## src/rtl/sram_resp_pkg.sv

```systemverilog
// Shared types and constants for the picorv32 SRAM responder.
// Latency: n/a (declarations only).
// Backpressure: n/a.
//
// Contents:
//   state_e               - responder FSM states
//   SRAM_RESP_CNT_W       - width of the read-latency down-counter
//   SRAM_RESP_MAX_LATENCY - largest supported macro read latency
package sram_resp_pkg;

    typedef enum logic [1:0] {
        IDLE  = 2'd0,
        RWAIT = 2'd1,
        DONE  = 2'd2
    } state_e;

    localparam int SRAM_RESP_CNT_W       = 3;
    localparam int SRAM_RESP_MAX_LATENCY = 4;

endpackage

```

## src/rtl/sram_resp_decode.sv

```systemverilog
// Combinational address decode: window hit and macro word address.
// Latency: 0 cycles (pure combinational).
// Backpressure: none; it simply follows the address bus.
//
// Ports:
//   mem_addr_i  - byte address from the core (bits [1:0] ignored)
//   hit_o       - address lies inside the BASE_ADDR window
//   word_addr_o - word index into the macro
module sram_resp_decode #(
    parameter int unsigned ADDR_WIDTH = 9,
    parameter logic [31:0] BASE_ADDR  = 32'h0000_0000
) (
    input  logic [31:0]           mem_addr_i,
    output logic                  hit_o,
    output logic [ADDR_WIDTH-1:0] word_addr_o
);

    // Byte offset within a word carries no information for a 32-bit macro.
    logic [1:0] unused_byte_off;
    assign unused_byte_off = mem_addr_i[1:0];

    assign hit_o       = (mem_addr_i[31:ADDR_WIDTH+2] == BASE_ADDR[31:ADDR_WIDTH+2]);
    assign word_addr_o = mem_addr_i[ADDR_WIDTH+1:2];

endmodule

```

## src/rtl/picorv32_sram_resp.sv

```systemverilog
// picorv32 native-bus responder driving one single-port 1rw SRAM macro.
// Latency: write/miss ready in cycle 1, read ready in cycle READ_LATENCY+1 (accept = cycle 0).
// Backpressure: one request in flight; mem_valid is only sampled in IDLE.
//
// Ports:
//   clk, reset                  - clock, synchronous active-high reset
//   mem_valid/instr/addr/wdata/wstrb, mem_ready/mem_rdata - picorv32 native bus
//   csb0/web0/wmask0/addr0/din0/dout0                     - SRAM macro port 0
//   bus_err                     - only with SRAM_RESP_BUS_ERR_EN: pulses with
//                                 mem_ready on a miss or on a fetch-write
//                                 (which is then suppressed)
module picorv32_sram_resp
    import sram_resp_pkg::*;
#(
    parameter int unsigned ADDR_WIDTH   = 9,
    parameter logic [31:0] BASE_ADDR    = 32'h0000_0000,
    parameter int unsigned READ_LATENCY = 1
) (
    input  logic                  clk,
    input  logic                  reset,
    input  logic                  mem_valid,
    input  logic                  mem_instr,
    input  logic [31:0]           mem_addr,
    input  logic [31:0]           mem_wdata,
    input  logic [3:0]            mem_wstrb,
    output logic                  mem_ready,
    output logic [31:0]           mem_rdata,
    output logic                  csb0,
    output logic                  web0,
    output logic [3:0]            wmask0,
    output logic [ADDR_WIDTH-1:0] addr0,
    output logic [31:0]           din0,
`ifdef SRAM_RESP_BUS_ERR_EN
    output logic                  bus_err,
`endif
    input  logic [31:0]           dout0
);

    state_e                     state_q;
    logic [SRAM_RESP_CNT_W-1:0] cnt_q;
    logic                       ready_q;
    logic [31:0]                rdata_q;
    logic                       err_q;

    logic                  hit;
    logic [ADDR_WIDTH-1:0] word_addr;

    sram_resp_decode #(
        .ADDR_WIDTH (ADDR_WIDTH),
        .BASE_ADDR  (BASE_ADDR)
    ) u_decode (
        .mem_addr_i  (mem_addr),
        .hit_o       (hit),
        .word_addr_o (word_addr)
    );

    // Reset gates acceptance so the macro is never selected while reset is held.
    logic accept;
    logic is_write;
    logic access;
    logic err_d;

    assign accept   = (state_q == IDLE) && mem_valid && !reset;
    assign is_write = |mem_wstrb;

`ifdef SRAM_RESP_BUS_ERR_EN
    // A fetch carrying strobes is treated as a faulting request, not a store.
    logic fetch_wr;
    assign fetch_wr = mem_instr && is_write;
    assign access   = accept && hit && !fetch_wr;
    assign err_d    = !hit || fetch_wr;
`else
    // Instruction and data requests are handled identically here.
    logic unused_instr;
    assign unused_instr = mem_instr;
    assign access       = accept && hit;
    assign err_d        = 1'b0;
`endif

    // Macro port is driven only during the accept cycle, otherwise parked.
    assign csb0   = ~access;
    assign web0   = access ? ~is_write : 1'b1;
    assign wmask0 = access ? mem_wstrb : 4'b0000;
    assign addr0  = access ? word_addr : '0;
    assign din0   = access ? mem_wdata : 32'h0;

    always_ff @(posedge clk) begin
        if (reset) begin
            state_q <= IDLE;
            cnt_q   <= '0;
            ready_q <= 1'b0;
            rdata_q <= 32'h0;
            err_q   <= 1'b0;
        end else begin
            ready_q <= 1'b0;
            err_q   <= 1'b0;
            case (state_q)
                IDLE: begin
                    if (accept) begin
                        if (access && !is_write) begin
                            state_q <= RWAIT;
                            cnt_q   <= SRAM_RESP_CNT_W'(READ_LATENCY);
                        end else begin
                            // Write, miss or suppressed fetch-write: done next cycle.
                            state_q <= DONE;
                            ready_q <= 1'b1;
                            rdata_q <= 32'h0;
                            err_q   <= err_d;
                        end
                    end
                end
                RWAIT: begin
                    cnt_q <= cnt_q - SRAM_RESP_CNT_W'(1);
                    // Counter value 1 marks the cycle dout0 is valid.
                    if (cnt_q == SRAM_RESP_CNT_W'(1)) begin
                        rdata_q <= dout0;
                        state_q <= DONE;
                        ready_q <= 1'b1;
                    end
                end
                DONE: begin
                    // mem_valid is still high here for the completing request.
                    state_q <= IDLE;
                end
                default: begin
                    state_q <= IDLE;
                end
            endcase
        end
    end

    assign mem_ready = ready_q;
    assign mem_rdata = rdata_q;

`ifdef SRAM_RESP_BUS_ERR_EN
    assign bus_err = err_q;
`else
    logic unused_err;
    assign unused_err = err_q;
`endif

endmodule

```

## config.mk

```make
export PLATFORM = sky130hd
export DESIGN_NAME = picorv32_sram_resp
export DESIGN_NICKNAME = d
export VERILOG_FILES = /design/src/rtl/sram_resp_pkg.sv /design/src/rtl/sram_resp_decode.sv /design/src/rtl/picorv32_sram_resp.sv
export SDC_FILE = /design/constraint.sdc
export NUM_CORES = 1
export LEC_CHECK = 0
export ABC_AREA = 1
export ABC_CLOCK_PERIOD_IN_PS = 4100
export CORE_MARGIN = 2
export CORE_UTILIZATION = 35
export DETAILED_ROUTE_END_ITERATION = 10
export PLACE_DENSITY = 0.91
export SLEW_MARGIN = 20
export SYNTH_ARGS = -nofsm -noshare
export SYNTH_HDL_FRONTEND = slang
export SYNTH_SLANG_ARGS = --single-unit
```

## constraint.sdc

```tcl
create_clock -name clk -period 4.1 [get_ports clk]
set_input_delay 0.82 -clock clk [delete_from_list [all_inputs] [get_ports clk]]
set_output_delay 0.82 -clock clk [all_outputs]
set_load 0.1 [all_outputs]
```

==> impl_metrics.ini <==
[global_route]
grt_max_degree = 47
use_met3_pct = 6.133
grt_usage_pct = 22.57
grt_pass1_wl_um = 12970
use_met1_pct = 23.17
first_global_vias = 2777
gr-total-overflow = 0
met2_usage_pct = 43.58
antenna_found_initial = 0
busiest_layer = met2

[floorplanning]
rows = 29
initial_core_util_pct = 35.76
num_io_pins = 184
die_area_sq_mm = 0.007070
die_h_um = 84.09
dieWidth_um = 84.09
coreArea_sq_mm = 0.006277

[timing]
tightest_slew_ns = 1.010
maxSlewViolCount = 0
fmax_ghz = 0.2890
hold_violations = 0
fin_skew_ns = 0.005392
final.setup.worst_slack_ns = 0.6393
rsz0062_at_grt = false
setup_tns_ns = 0
relSlewSlack_pct = 32.47
setup_viol = 0
post-route-min-period_ns = 3.461
final.period_utilization_pct = 84.41

[yosys]
postSynthCellCount = 390
synth_top_area_share_pct = 33.89
netlist_area_sq_mm = 0.002245
syn_area_per_cell_sq_um = 5.756
synth_common_cells = nor2_1 (112), inv_1 (96), nand2_1 (79)
synth_top_cell_by_area = dfxtp_1
synth-seq-area-share_pct = 33.89
async_flop_share_pct = 0
synth_edf_count = 0
netlist_top_cells_area = dfxtp_1 (34%), nor2_1 (19%), inv_1 (16%), nand2_1 (13%), nand3_1 (6.5%)
synth_flop_cell = dfxtp_1
synth_nets = 496
synth.distinct_cells = 22
ys_warn_count = 0
ys_ff_latch = 38
yosysMostFrequentCell = nor2_1

[final_layout]
area_growth_syn_to_layout_pct = 107.4
drive_gt1_share_pct = 11.88
final_util_pct = 74.17
final_nets = 669
antenna_cells = 0
final_cells = 641

[detailed_routing]
ant_nets = 0
routed_via_density = 4.363
drc_errors = 0
totalWireLength_um = 8159
dr.first_iter.drc_count = 101
post_drt_wl_per_cell_um = 12.73
vias = 2797
drtPass1Iterations = 6

[power]
power.density_mw_per_mm2 = 206.4
ir_worst_vdd_mv = 0.1999
leakagePower_uw = 0.002339

[setup_path]
path_class = primary input to primary output
required_ns = 3.28
worstPathMaxFanout = 46
worstPathArrival_ns = 2.64
endpoint_kind = primary output
cp-start-kind = primary input

[clock_network]
cts_tree = built
clk_path_buf_depth = 2
clk_latency_ns = 0.29
cts_hold_buf = 0
cts_resized = 0
clock-sinks = 38
clk_root_buffer_cell = clkbuf_8
cts_setup_buffers = 0
cts_buffers = 5
htreeDepth = 2
clk_pin_slew_ns = 0.08

[status]
outcome = completed

[flow_run]
max_cap_violations = 0

[place]
hpwl_um = 6498
io_buffers = 180
post-place-ws_ns = 0.6409
globalplace.congestion = 0.8403
dp_cells = 633

[worst_hold_path]
hold_class = register to register
==> placed cells by master, fill, tap and decap left out, drive strengths merged <==
master and count:
clkdlybuf4s50 133, nor2 115, inv 97, nand2 79
buf 49, dfxtp 38, nand3 32, clkbuf 5
nand4 4, a21oi 3, ha 2, bufinv 2
clkinv 2, xnor2 1, or2 1, o21ai 1
==> area by class of cell <==
| cell class | count | area (sq um) |
|---|---|---|
| clock inverters | 3 | 68.82 |
| inverters | 98 | 367.9 |
| clock buffers | 5 | 68.82 |
| multi-input cells | 238 | 1018 |
| well taps | 77 | 96.34 |
| fillers | 445 | 1622 |
| repair buffers | 182 | 2275 |
| flip-flops and latches | 38 | 760.7 |
==> stage by stage <==
step / area [sq um] / total power (uW) / hold WS (ns)
3_3_place_gp: 4518 / 586.0 / 0.4567
4_1_cts: 4656 / 967.8 / 0.4763
6_report: 4656 / 961.2 / 0.4726
5_1_grt: 4656 / 998.5 / 0.4954
2_1_floorplan: 2245 / 478.9 / 0.4514
3_5_place_dp: 4518 / 590.9 / 0.4610
==> final timing paths <==
kind                 startpoint             to  slack [ns]  cells past startpoint
hold / removal    mem_rdata[29]  mem_rdata[29]        0.47                      2
setup reg to reg     state_q[1]  mem_rdata[22]        2.02                      7
hold reg to reg   mem_rdata[29]  mem_rdata[29]        0.47                      2
setup / recovery          reset       din0[31]        0.64                      9
==> metal layers <==
layer  up-vias  wire length, um
met5         -                0
met4         0              225
met3        19              538
met2       103             4372
met1      1227             3023
li1       1448                -
==> kinds of logic (layout without fill, tap and decap cells) <==
logic type | Yosys count | count (layout) | share of synthesized area, %
xor+xnor | 1 | 1 | 0.3903
compound gates | 4 | 4 | 1.059
flops | 38 | 38 | 33.89
simple gates | 231 | 231 | 42.81
fa+ha+maj | 2 | 2 | 1.115
buf+inv | 114 | 288 | 20.74
==> critical path, stage by stage <==
cell and delay [ns]:
clkdlybuf4s50_1 0.40, buf_4 0.16, nor2_2 0.09, nand3_2 0.11
nor2_2 0.19, nand3_2 0.07, buf_4 0.28, nor2_1 0.28
buf_12 0.22
==> registers in the layout, summed over array words and instances, names as in the netlist <==
| signal | cells |
|---|---|
| cnt_q | 3 |
| mem_rdata | 32 |
| mem_ready | 1 |
| state_q | 2 |
==> power breakdown <==
part | internal, uW | switching, uW
combinational | 107 | 97.5
sequential | 375 | 3.16
clock | 244 | 135
Note: power is estimated with default switching activity, not from simulation.
